===== config.mk =====
export PLATFORM = sky130hd
export DESIGN_NAME = hdmi_link_sequencer
export DESIGN_NICKNAME = d
export VERILOG_FILES = /design/src/rtl/tmds_pkg.sv /design/src/rtl/hpd_conditioner.sv /design/src/rtl/hdmi_link_sequencer.sv
export SDC_FILE = /design/constraint.sdc
export NUM_CORES = 1
export LEC_CHECK = 0
export BUFFER_PORTS_ARGS = -buffer_cell sky130_fd_sc_hd__buf_2
export CAP_MARGIN = 20
export CELL_PAD_IN_SITES_DETAIL_PLACEMENT = 1
export CELL_PAD_IN_SITES_GLOBAL_PLACEMENT = 2
export CORE_MARGIN = 2
export CORE_UTILIZATION = 28
export DETAILED_ROUTE_END_ITERATION = 10
export GPL_ROUTABILITY_DRIVEN = 0
export GPL_TIMING_DRIVEN = 0
export PLACE_DENSITY = 0.79
export SLEW_MARGIN = 30
export SYNTH_ARGS = -nofsm -noshare
export SYNTH_HDL_FRONTEND = slang
export SYNTH_SLANG_ARGS = --single-unit

===== constraint.sdc =====
create_clock -name pixel_clk -period 2.32 [get_ports pixel_clk]
set_input_delay 0 -clock pixel_clk [delete_from_list [all_inputs] [get_ports pixel_clk]]
set_output_delay 0 -clock pixel_clk [all_outputs]
set_load 0.02 [all_outputs]

===== src/rtl/tmds_pkg.sv =====
// tmds_pkg: TMDS control tokens, symbol type and link sequencer states.
package tmds_pkg;
  typedef logic [9:0] sym_t;
  localparam sym_t CTL00 = 10'b1101010100;
  localparam sym_t CTL01 = 10'b0010101011;
  localparam sym_t CTL10 = 10'b0101010100;
  localparam sym_t CTL11 = 10'b1010101011;
  typedef enum logic [2:0] {IDLE, LOCK_STABLE, SERDES_RST, FLUSH, RUN} link_state_t;
endpackage


===== src/rtl/hpd_conditioner.sv =====
// hpd_conditioner: 2-flop synchronizer with optional stability debounce (HPD_DEBOUNCE_EN).
module hpd_conditioner #(
  parameter bit DEBOUNCE = 1'b1,
  parameter int CYCLES   = 1024
) (
  input  logic clk,
  input  logic rst_n,
  input  logic d,
  output logic q
);
`ifdef HPD_DEBOUNCE_EN
  localparam bit DB = 1'b1;
`else
  localparam bit DB = 1'b0;
`endif
  localparam int CW = $clog2(CYCLES) + 1;
  logic [1:0]    sync;
  logic          held;
  logic [CW-1:0] cnt;
  // held only follows the synchronized input once it has differed for CYCLES cycles in a row
  always_ff @(posedge clk or negedge rst_n) begin
    if (!rst_n) begin
      sync <= '0;
      held <= 1'b0;
      cnt  <= '0;
    end else begin
      sync <= {sync[0], d};
      if (sync[1] == held) cnt <= '0;
      else if (cnt == CW'(CYCLES - 1)) begin
        held <= sync[1];
        cnt  <= '0;
      end else cnt <= cnt + 1'b1;
    end
  end
  assign q = (DB && DEBOUNCE) ? held : sync[1];
endmodule


===== src/rtl/hdmi_link_sequencer.sv =====
// hdmi_link_sequencer: TMDS lane bring-up (lock qualify, serdes reset, CTL flush, run); HPD debounce via HPD_DEBOUNCE_EN.
module hdmi_link_sequencer
  import tmds_pkg::*;
#(
  parameter int LOCK_CYCLES     = 256,
  parameter int RST_CYCLES      = 16,
  parameter int FLUSH_CYCLES    = 64,
  parameter int DEBOUNCE_CYCLES = 1024
) (
  input  logic       pixel_clk,
  input  logic       rst_n,
  input  logic       mmcm_locked,
  input  logic       hpd_in,
  input  logic [9:0] enc_ch0,
  input  logic [9:0] enc_ch1,
  input  logic [9:0] enc_ch2,
  output logic [9:0] tmds_ch0,
  output logic [9:0] tmds_ch1,
  output logic [9:0] tmds_ch2,
  output logic       serdes_rst,
  output logic       link_up
);
  localparam int MAXC = (LOCK_CYCLES > RST_CYCLES) ?
                        ((LOCK_CYCLES > FLUSH_CYCLES) ? LOCK_CYCLES : FLUSH_CYCLES) :
                        ((RST_CYCLES > FLUSH_CYCLES) ? RST_CYCLES : FLUSH_CYCLES);
  localparam int CW = $clog2(MAXC) + 1;
  logic          lock_s, hpd_s, ok;
  logic [CW-1:0] cnt;
  link_state_t   state, next;
  hpd_conditioner #(.DEBOUNCE(1'b0)) u_lock (
    .clk(pixel_clk), .rst_n(rst_n), .d(mmcm_locked), .q(lock_s)
  );
  hpd_conditioner #(.DEBOUNCE(1'b1), .CYCLES(DEBOUNCE_CYCLES)) u_hpd (
    .clk(pixel_clk), .rst_n(rst_n), .d(hpd_in), .q(hpd_s)
  );
  assign ok = lock_s && hpd_s;
  // losing lock or HPD beats every expiry transition
  always_comb begin
    next = state;
    case (state)
      IDLE:        next = ok ? LOCK_STABLE : IDLE;
      LOCK_STABLE: next = !ok ? IDLE : (cnt == CW'(LOCK_CYCLES - 1)) ? SERDES_RST : LOCK_STABLE;
      SERDES_RST:  next = !ok ? IDLE : (cnt == CW'(RST_CYCLES - 1)) ? FLUSH : SERDES_RST;
      FLUSH:       next = !ok ? IDLE : (cnt == CW'(FLUSH_CYCLES - 1)) ? RUN : FLUSH;
      RUN:         next = ok ? RUN : IDLE;
      default:     next = IDLE;
    endcase
  end
  // outputs are registered from the next state so they line up with the state register
  always_ff @(posedge pixel_clk or negedge rst_n) begin
    if (!rst_n) begin
      state      <= IDLE;
      cnt        <= '0;
      serdes_rst <= 1'b1;
      link_up    <= 1'b0;
      tmds_ch0   <= CTL00;
      tmds_ch1   <= CTL00;
      tmds_ch2   <= CTL00;
    end else begin
      state      <= next;
      cnt        <= (next != state) ? '0 : (&cnt) ? cnt : cnt + 1'b1;
      serdes_rst <= !(next == FLUSH || next == RUN);
      link_up    <= next == RUN;
      tmds_ch0   <= (next == RUN) ? enc_ch0 : CTL00;
      tmds_ch1   <= (next == RUN) ? enc_ch1 : CTL00;
      tmds_ch2   <= (next == RUN) ? enc_ch2 : CTL00;
    end
  end
endmodule


* Word level (Yosys, flattened, before mapping)
Cells that the tools add are included.
** Storage, ports and cells
- Register bits after elaboration :: 48
- Latch bits :: 0
- Memory bits (writable) :: 0
- ROM bits :: 0
- Input port bits :: 34
- Output and inout port bits :: 32
- Logic and storage cells :: 40
- Memories :: 0
** Cells by class
- Add/sub/neg operators :: 1
- Multipliers :: 0
- Div/mod/pow operators :: 0
- Order comparisons :: 0
- Equal/unequal tests :: 11
- Shift-type cells :: 0
- Mux-type cells :: 14
- Bitwise gates (word level) :: 0
- Reductions and logical operators :: 5
** Operators with widths (count)
- 10-bit 2-to-1 mux :: 3
- 9-bit 2-to-1 mux :: 2
- 3-bit one-hot mux with 5 select lines :: 1
- 9-bit by 1-bit adder with 9-bit output, second input constant :: 1
- 3-bit by 2-bit == test with 1-bit output, second input constant :: 3
- 9-bit by 4-bit == test with 1-bit output, second input constant :: 1
- 9-bit by 6-bit == test with 1-bit output, second input constant :: 1
- 9-bit by 8-bit == test with 1-bit output, second input constant :: 1
- 3-bit 2-to-1 mux :: 3
- 9-bit AND reduction :: 1
- 3-bit == test, second input constant :: 2
- 2-bit 2-to-1 mux :: 3
- 3-bit by 1-bit == test with 1-bit output, second input constant :: 1
- 3-bit zero test :: 1
- 3-bit inequality test :: 1
- 1-bit 2-to-1 mux :: 2
- 2-bit inequality test, second input constant :: 1
- 1-bit logical AND :: 1
- 1-bit zero test :: 1
- 1-bit logical OR :: 1

* Longest topological paths before layout
Gate-level depths: netlist of the first run.
- Depth after elaboration :: 7
- Gate-level depth with buffers :: 9
- Gate-level depth less buffers :: 8

* By module
From an unflattened synthesis of the first run, not the netlist that was laid out.
** Unflattened totals
- Cells, all modules :: 146
- Area total of the unflattened synthesis :: 1864.3 um^2
** By module, submodules not included
- hdmi_link_sequencer :: instances 1, cells each 142, area each 1764.2 um^2, seq. area each 1121.1 um^2
- hpd_conditioner :: instances 2, cells each 2, area each 50.0 um^2, seq. area each 50.0 um^2

* Worst setup path before layout of the first run
OpenSTA, ideal clock, no wires.
- Path kind :: register to register
- From :: register cnt[0]
- To :: register cnt[7]
- Library setup time :: 153 ps
- Arrival :: 2039 ps
- Data required time :: 2167 ps
- Setup slack :: 128 ps
- Stages on the path, launching flop included :: 10
- Buffers on the path :: 1
- Clock period less this slack :: 2192 ps
- Cells stage by stage :: dfrtp_1 -> ha_1 -> nand3_1 -> nor3_1 -> ha_1 -> clkbuf_1 -> nand4b_1 -> o31a_1 -> o21ai_0 -> a211oi_1
** On the way
- Longest elaborated chain between the ends :: 6
- Elaborated cells between the ends (all ways) :: 16
** RTL lines
- start: declaration :: line hdmi_link_sequencer.sv:28 : logic [CW-1:0] cnt;
- start signal: assignment :: line hdmi_link_sequencer.sv:61 : cnt <= (next != state) ? '0 : (&cnt) ? cnt : cnt + 1'b1;
- 9-bit by 6-bit == test with 1-bit output (tied with other cells) :: line hdmi_link_sequencer.sv:44 : FLUSH: next = !ok ? IDLE : (cnt == CW'(FLUSH_CYCLES - 1)) ? RUN : FLUSH;
- 3-bit 2-to-1 mux (tied with other cells) (2 in series) :: line hdmi_link_sequencer.sv:44
- 3-bit one-hot mux with 5 select lines :: line hdmi_link_sequencer.sv:40 : case (state)
- 3-bit inequality test :: line hdmi_link_sequencer.sv:61
- 2-bit inequality test (no line) or 9-bit 2-to-1 mux (tied branches)
Parallel ways exist; a longest one is shown, timed or not. The select of a mux whose other input is x is not followed.
A chain may end at the register's enable or synchronous reset.

* Worst setup path after layout of the first run
Same ends and word-level chain as after synthesis.

==> flow_metrics.tcl, run 1 <==
set metrics [dict create \
    drc_errors 0 \
    largest_stage_delay_worst_path_ns 0.42 \
    synth_area_um2 1963 \
    diodes 0 \
    fmax_mhz 472.6 \
    filler_cell_count 758 \
    status "completed" \
    min_period_over_period_pct 91.21 \
    final.hold.worst_slack_ns 0.2640 \
    place.detailed.hpwl_mm 3.384 \
    cp-startpoint "cnt[0]" \
    post_drt_via_cell_ratio 4.510 \
    placedCellCount 325 \
    syn_avg_cell_area_um2 11.97 \
    initial_core_util_pct 28.90 \
    top_layer "met4" \
    cts.reportedPaths.clkPinSlew_ns 0.10 \
    pin_count 66 \
    worst_slew_margin_rel_pct 56.63 \
    pin_count_of_the_biggest_net_entering_global_routing 49 \
    routedLengthMet1_mm 2.164 \
    vias 1655 \
    routed_wirelength_normalized_by_instance_count_um 15.20 \
    tritoncts "done" \
    layout_common_cells "65 x buf_2, 33 x dlygate4sd3_1, 32 x dfrtp_1" \
    placement.setup.worst_slack_ns -0.2373 \
    clock_tree.root_cell "clkbuf_8" \
    detailedRoute.firstIterationViolations 41 \
    groute.usage.overall_pct 15.39 \
    finalSetupTns_ns 0 \
    dieArea_um2 7697 \
    finalNonFillerCells 367 \
    crit_type "register to register" \
    critical_path.reg2reg.startpoint "cnt[0]" \
    timing.critical_path.from_type "register" \
    grt-ovfl-total 0 \
    floorplan.die.height_um 87.73 \
    yosysUniqueCellTypes 37 \
    grt_antenna_before_repair 0 \
    powerDensity_nw_per_um2 554.7 \
    setup-violations-final 0 \
    critical_path_peak_fanout 9 \
    post_synthesis_cells 164 \
    areaGrowthSynthToFinish_pct 49.27 \
    postRouteAntennaNets 0 \
    number_of_clock_buffers_inserted_by_tritoncts 5 \
    num-nets-final 307 \
    grt_pass1_wl_mm 9.087 \
    max_clock_buf_depth 2 \
    timing_max_transition_violations_final 0 \
    core_region_area_um2 6794 \
    met2WireLength_mm 3.162 \
    power.leakage_nw 1.343 \
    num_rows 30 \
    slowest_stage_cell_cp "dfrtp_1" \
    clock_sinks 48 \
    h_tree_depth 2 \
    fraction_of_final_layout_cells_sized_beyond_drive_strength_1_pct 38.01 \
    dr.pass1.iters 4 \
    postSynthRegisterBits 48 \
    die_w_um 87.73 \
    hold_path_class "input pin to async pin" \
    final.setup.worst_slack_ns 0.2038 \
    ir_worst_vdd_mv 0.3978 \
    met3RoutedLength_um 135 \
    crit_path_cell_trace "ha_1 > nand3_2 > nor3_4 > ha_4 > nand4b_1 > o31a_1 > o21ai_0 > a211oi_1" \
    clk-insertion-delay-late_ns 0.30 \
    totalWireLength_mm 5.580 \
    seq_area_frac_synth_pct 62.21 \
    finalWorstPathRequiredPeriod_ns 2.116 \
    most_common_cell_after_layout_fill_and_taps_aside "buf_2" \
    grt_pass1_vias 1796 \
    syn-num-nets 201 \
    worst_ep_arrival_time_ns 2.27 \
    final_util_pct 43.13 \
    endpoint_required_time_on_the_critical_path_ns 2.48 \
    skew_ns 0.01175 \
    drv_cap 0 \
    ys_warn_count 0 \
    buffer_ports.inserted 65 \
    rsz0062_at_grt "no" \
    worst_setup_path_end_kind "register" \
    slew_at_the_pin_closest_to_its_max_slew_limit_ns 0.6506 \
    final_hold_viols 0 \
]
cells in the mapped netlist (all sizes together):
library cell / number / area [um^2]
a211oi: 9 / 72.57
a21boi: 1 / 7.510
a21o: 1 / 7.510
a21oi: 3 / 15.01
a311oi: 2 / 17.52
and2: 15 / 93.84
and3: 3 / 18.77
buf: 1 / 5.000
clkbuf: 4 / 15.01
dfrtp: 32 / 800.8
dfstp: 16 / 420.4
ha: 3 / 37.54
inv: 3 / 11.26
mux2: 1 / 11.26
mux2i: 1 / 10.01
nand2: 14 / 52.55
nand2b: 14 / 87.58
nand3: 3 / 15.01
nand3b: 1 / 7.510
nand4: 1 / 6.260
nand4b: 3 / 26.28
nor2: 5 / 18.77
nor2b: 2 / 12.51
nor3: 4 / 31.28
nor4: 2 / 12.51
o21a: 3 / 22.52
o21ai: 5 / 28.78
o22ai: 2 / 12.51
o311a: 1 / 10.01
o31a: 2 / 17.52
o32ai: 1 / 8.760
or2b: 2 / 15.01
or4: 1 / 7.510
xnor2: 3 / 26.28
critical path: cells and delay by family (launching register included):
| kind | cells | cell delay [ns] |
|---|---|---|
| adder cells (fa/ha/maj) | 2 | 0.46 |
| flip-flops | 1 | 0.42 |
| AND/OR/NAND/NOR | 3 | 0.54 |
| AO/OA/AOI/OAI | 3 | 0.56 |
final timing paths:
path                            slack (ns)        endpoint  depth (start not counted)
worst max register to register        0.20          cnt[7]                          8
worst min register to register        0.36  u_lock.sync[1]                          0
worst min-delay path                  0.26     tmds_ch1[3]                          2
min in group pixel_clk                0.35  u_lock.sync[0]                          2
max in group asynchronous             1.64     tmds_ch0[7]                          2
worst max-delay path                  0.20          cnt[7]                          8
report_power, final:
group | switching [mW] | internal (mW)
Combinational | 0.0628 | 0.0858
Sequential | 0.0111 | 0.849
Clock | 0.292 | 0.325
Total | 0.365 | 1.26
timing repair:
item                                    CTS  global route
endpoints found under the setup margin   10            28
resized for setup                         4            11
hold endpoints to repair                 64             0
buffers inserted                          1             1
hold buffers                             33             0
pin swaps                                 1             2
kinds of logic after synthesis:
kind of cell | after synthesis | share of synthesized area, %
flops | 48 | 62.21
compound gates | 30 | 11.22
xor+xnor | 3 | 1.339
fa+ha+maj | 3 | 1.912
mux | 2 | 1.083
buf+inv | 8 | 1.593
simple gates | 70 | 20.65
routing by layer:
metal	vias up	global-route usage, %
met5	-	0
li1	777	-
met3	10	3.016
met1	837	18.51
met4	0	4.755
met2	31	27.69
metrics by stage:
step	power [mW]	area [um^2]
floorplan	0.9177	1963
global placement	0.9692	2409
detailed placement	0.9730	2411
CTS	1.639	2890
global route	1.701	2930
finish	1.626	2930
final cells by class:
| type | instances | area, um^2 | share of cell area (%) |
|---|---|---|---|
| Sequential cell | 48 | 1221 | 41.67 |
| Timing Repair Buffer | 100 | 685.7 | 23.40 |
| Inverter | 3 | 11.26 | 0.3843 |
| Multi-Input combinational cell | 108 | 753.2 | 25.70 |
| Tap cell | 96 | 120.1 | 4.099 |
| Clock buffer | 5 | 68.82 | 2.348 |
| Clock inverter | 3 | 47.55 | 1.623 |
| Buffer | 4 | 22.52 | 0.7686 |
flip-flops by register name (all words and copies together), names as in the netlist:
name and flops:
cnt 9, link_up 1, serdes_rst 1, state 3
tmds_ch0 10, tmds_ch1 10, tmds_ch2 10, u_hpd.sync 2
u_lock.sync 2
Power figures use the tool's default switching activity.
==> inputs of run 2 (changes only) <==
Settings changed: CORE_MARGIN 2 to unset.
==> run 2 against run 1 <==
Against the previous run: non-clock buffer count is 1 lower; clock skew is 0.0023 ns higher; combinational power hardly changed; utilization is 0.055 points lower; worst setup slack worse by 0.061 ns; critical path depth is 1 higher; worst hold slack worse by 0.028 ns; sequential power hardly changed; count of clock-buffer cells in the layout is 3 higher; global-route usage is 0.61 points higher; clock power is 1% higher; critical path type unchanged; critical endpoint is now cnt[6].
==> flow_metrics.tcl, run 2 (synthesized netlist as in run 1, its figures left out) <==
set metrics [dict create \
    status "completed" \
    grt_antenna_before_repair 0 \
    timing_max_transition_violations_final 0 \
    power.switching_fraction_pct 21.77 \
    diodes 0 \
    critical_path.reg2reg.startpoint "cnt[0]" \
    powerDensity_nw_per_um2 558.9 \
    power.leakage_nw 1.335 \
    routed_wirelength_normalized_by_instance_count_um 15.24 \
    clock_tree.root_cell "clkbuf_8" \
    globalRoute.busiestLayer "met2" \
    floorplan.die.height_um 85.73 \
    num-nets-final 306 \
    groute.layer.met3.usage_pct 2.406 \
    worst_ep_arrival_time_ns 2.32 \
    dpl_cell_area_um2 2411 \
    ff2ff_path_depth 9 \
    pin_count 66 \
    min_period_over_period_pct 93.86 \
    share_comb_of_total_power_pct 9.2 \
    number_of_clock_buffers_inserted_by_tritoncts 5 \
    layout_top_registers "tmds_ch0 (10), tmds_ch1 (10), tmds_ch2 (10)" \
    timing.reg2reg.setup_slack_ns 0.14 \
    most_common_cell_after_layout_fill_and_taps_aside "buf_2" \
    met1_usage_pct 19.31 \
    place.detailed.hpwl_mm 3.334 \
    hold_path_class "input pin to async pin" \
    drv_cap 0 \
    grt_pass1_vias 1792 \
    final_util_pct 43.08 \
    post_drt_via_cell_ratio 4.533 \
    tritoncts "done" \
    drc_errors 0 \
    worst_slew_margin_rel_pct 56.87 \
    core_region_area_um2 6794 \
    grt_pass1_wl_mm 9.032 \
    totalWireLength_mm 5.577 \
    timing.critical_path.from_type "register" \
    endpoint_required_time_on_the_critical_path_ns 2.46 \
    rsz0062_at_grt "yes" \
    final_hold_viols 0 \
    finalWorstPathRequiredPeriod_ns 2.177 \
    detailedRoute.firstIterationViolations 92 \
    setup-violations-final 0 \
    buffer_ports.inserted 65 \
    critical_path.reg2reg.endpoint "cnt[6]" \
    areaGrowthSynthToFinish_pct 49.08 \
    vias 1659 \
    initial_core_util_pct 28.90 \
    ir_worst_vdd_mv 0.2736 \
    grt_util_met2_pct 28.36 \
    critical_path_peak_fanout 10 \
    fraction_of_final_layout_cells_sized_beyond_drive_strength_1_pct 36.67 \
    die_w_um 85.73 \
    worst_setup_path_end_kind "register" \
    seq_power_share_pct 52.6 \
    groute.usage.overall_pct 16.00 \
    crit_type "register to register" \
    filler_cell_count 755 \
    pin_count_of_the_biggest_net_entering_global_routing 49 \
    power.internal_mw 1.280 \
    num_rows 30 \
    dieArea_um2 7350 \
    slew_at_the_pin_closest_to_its_max_slew_limit_ns 0.6470 \
    postRouteAntennaNets 0 \
    grt-ovfl-total 0 \
    clock_sinks 48 \
    cts.reportedPaths.clkPinSlew_ns 0.10 \
    max_clock_buf_depth 2 \
    final.hold.worst_slack_ns 0.2362 \
    dr.pass1.iters 4 \
    layout_common_cells "65 x buf_2, 33 x dlygate4sd3_1, 32 x dfrtp_1" \
    skew_ns 0.01404 \
    clk-insertion-delay-late_ns 0.30 \
    finish.instance_area_um2 2927 \
    fmax_mhz 459.2 \
    power.net_switching_mw 0.3561 \
    power.share.clock_pct 38.2 \
    h_tree_depth 2 \
]
[run 2: changes by cell type in the layout (fill, tap and decap cells not counted), sizes merged]
cell	delta
clkinv	-2
clkbuf	+3
buf	-1
bufinv	-1
[run 2: area by class of cell]
class,instances,area (um^2),area share [%]
multi-input cells,108,753.2,25.74
well taps,96,120.1,4.104
clock buffers,8,122.6,4.190
inverters,3,11.26,0.3848
flip-flops and latches,48,1221,41.73
plain buffers,4,20.02,0.6841
repair buffers,99,678.2,23.17
[run 2: worst max-delay path by stage]
stage / startpoint / endpoint / cells after the start
2_1_floorplan: cnt[0] / cnt[7] / 9
6_report: cnt[0] / cnt[6] / 9
3_3_place_gp: cnt[0] / cnt[7] / 9
4_1_cts: cnt[0] / cnt[7] / 8
3_5_place_dp: cnt[0] / cnt[7] / 9
5_1_grt: cnt[0] / cnt[6] / 9
[run 2: per-layer routing]
layer	part of all wire (%)	vias to the layer above
met5	0	-
met4	2.3	0
met3	1.9	11
met2	54	33
met1	42	838
li1	-	777
[run 2: timing repair]
item,in CTS,in global routing
cloned,0,0
endpoints found under the hold margin,64,0
pin swaps,2,0
hold buffers,33,0
setup buffers,1,0
endpoints found under the setup margin,10,5
gates resized for setup,5,6
[run 2: power groups by stage]
stage	Combinational, mW	Clock (mW)	Sequential (mW)
after global routing	0.167	0.673	0.864
final	0.151	0.624	0.861
after global placement	0.0939	0	0.875
after floorplan	0.0448	0	0.873
after CTS	0.149	0.642	0.861
after detailed placement	0.0983	0	0.876
[run 2: critical path: stages (launching register included)]
cell and delay (ns):
dfrtp_1 0.39, ha_1 0.23, nand3_2 0.18, nor3_4 0.29, ha_1 0.22, a21o_1 0.15
nor2_1 0.08, a211oi_4 0.25, buf_12 0.16, a211oi_1 0.07
[run 2: through the flow]
stage	power, mW	worst slack (ns)	TNS [ns]	instances
floorplan	0.9177	0.1279	0	164
global placement	0.9688	-0.1641	-1.251	325
detailed placement	0.9743	-0.2217	-1.708	325
CTS	1.652	0.08208	0	366
global route	1.703	-0.03045	-0.07174	366
finish	1.636	0.1425	0	366
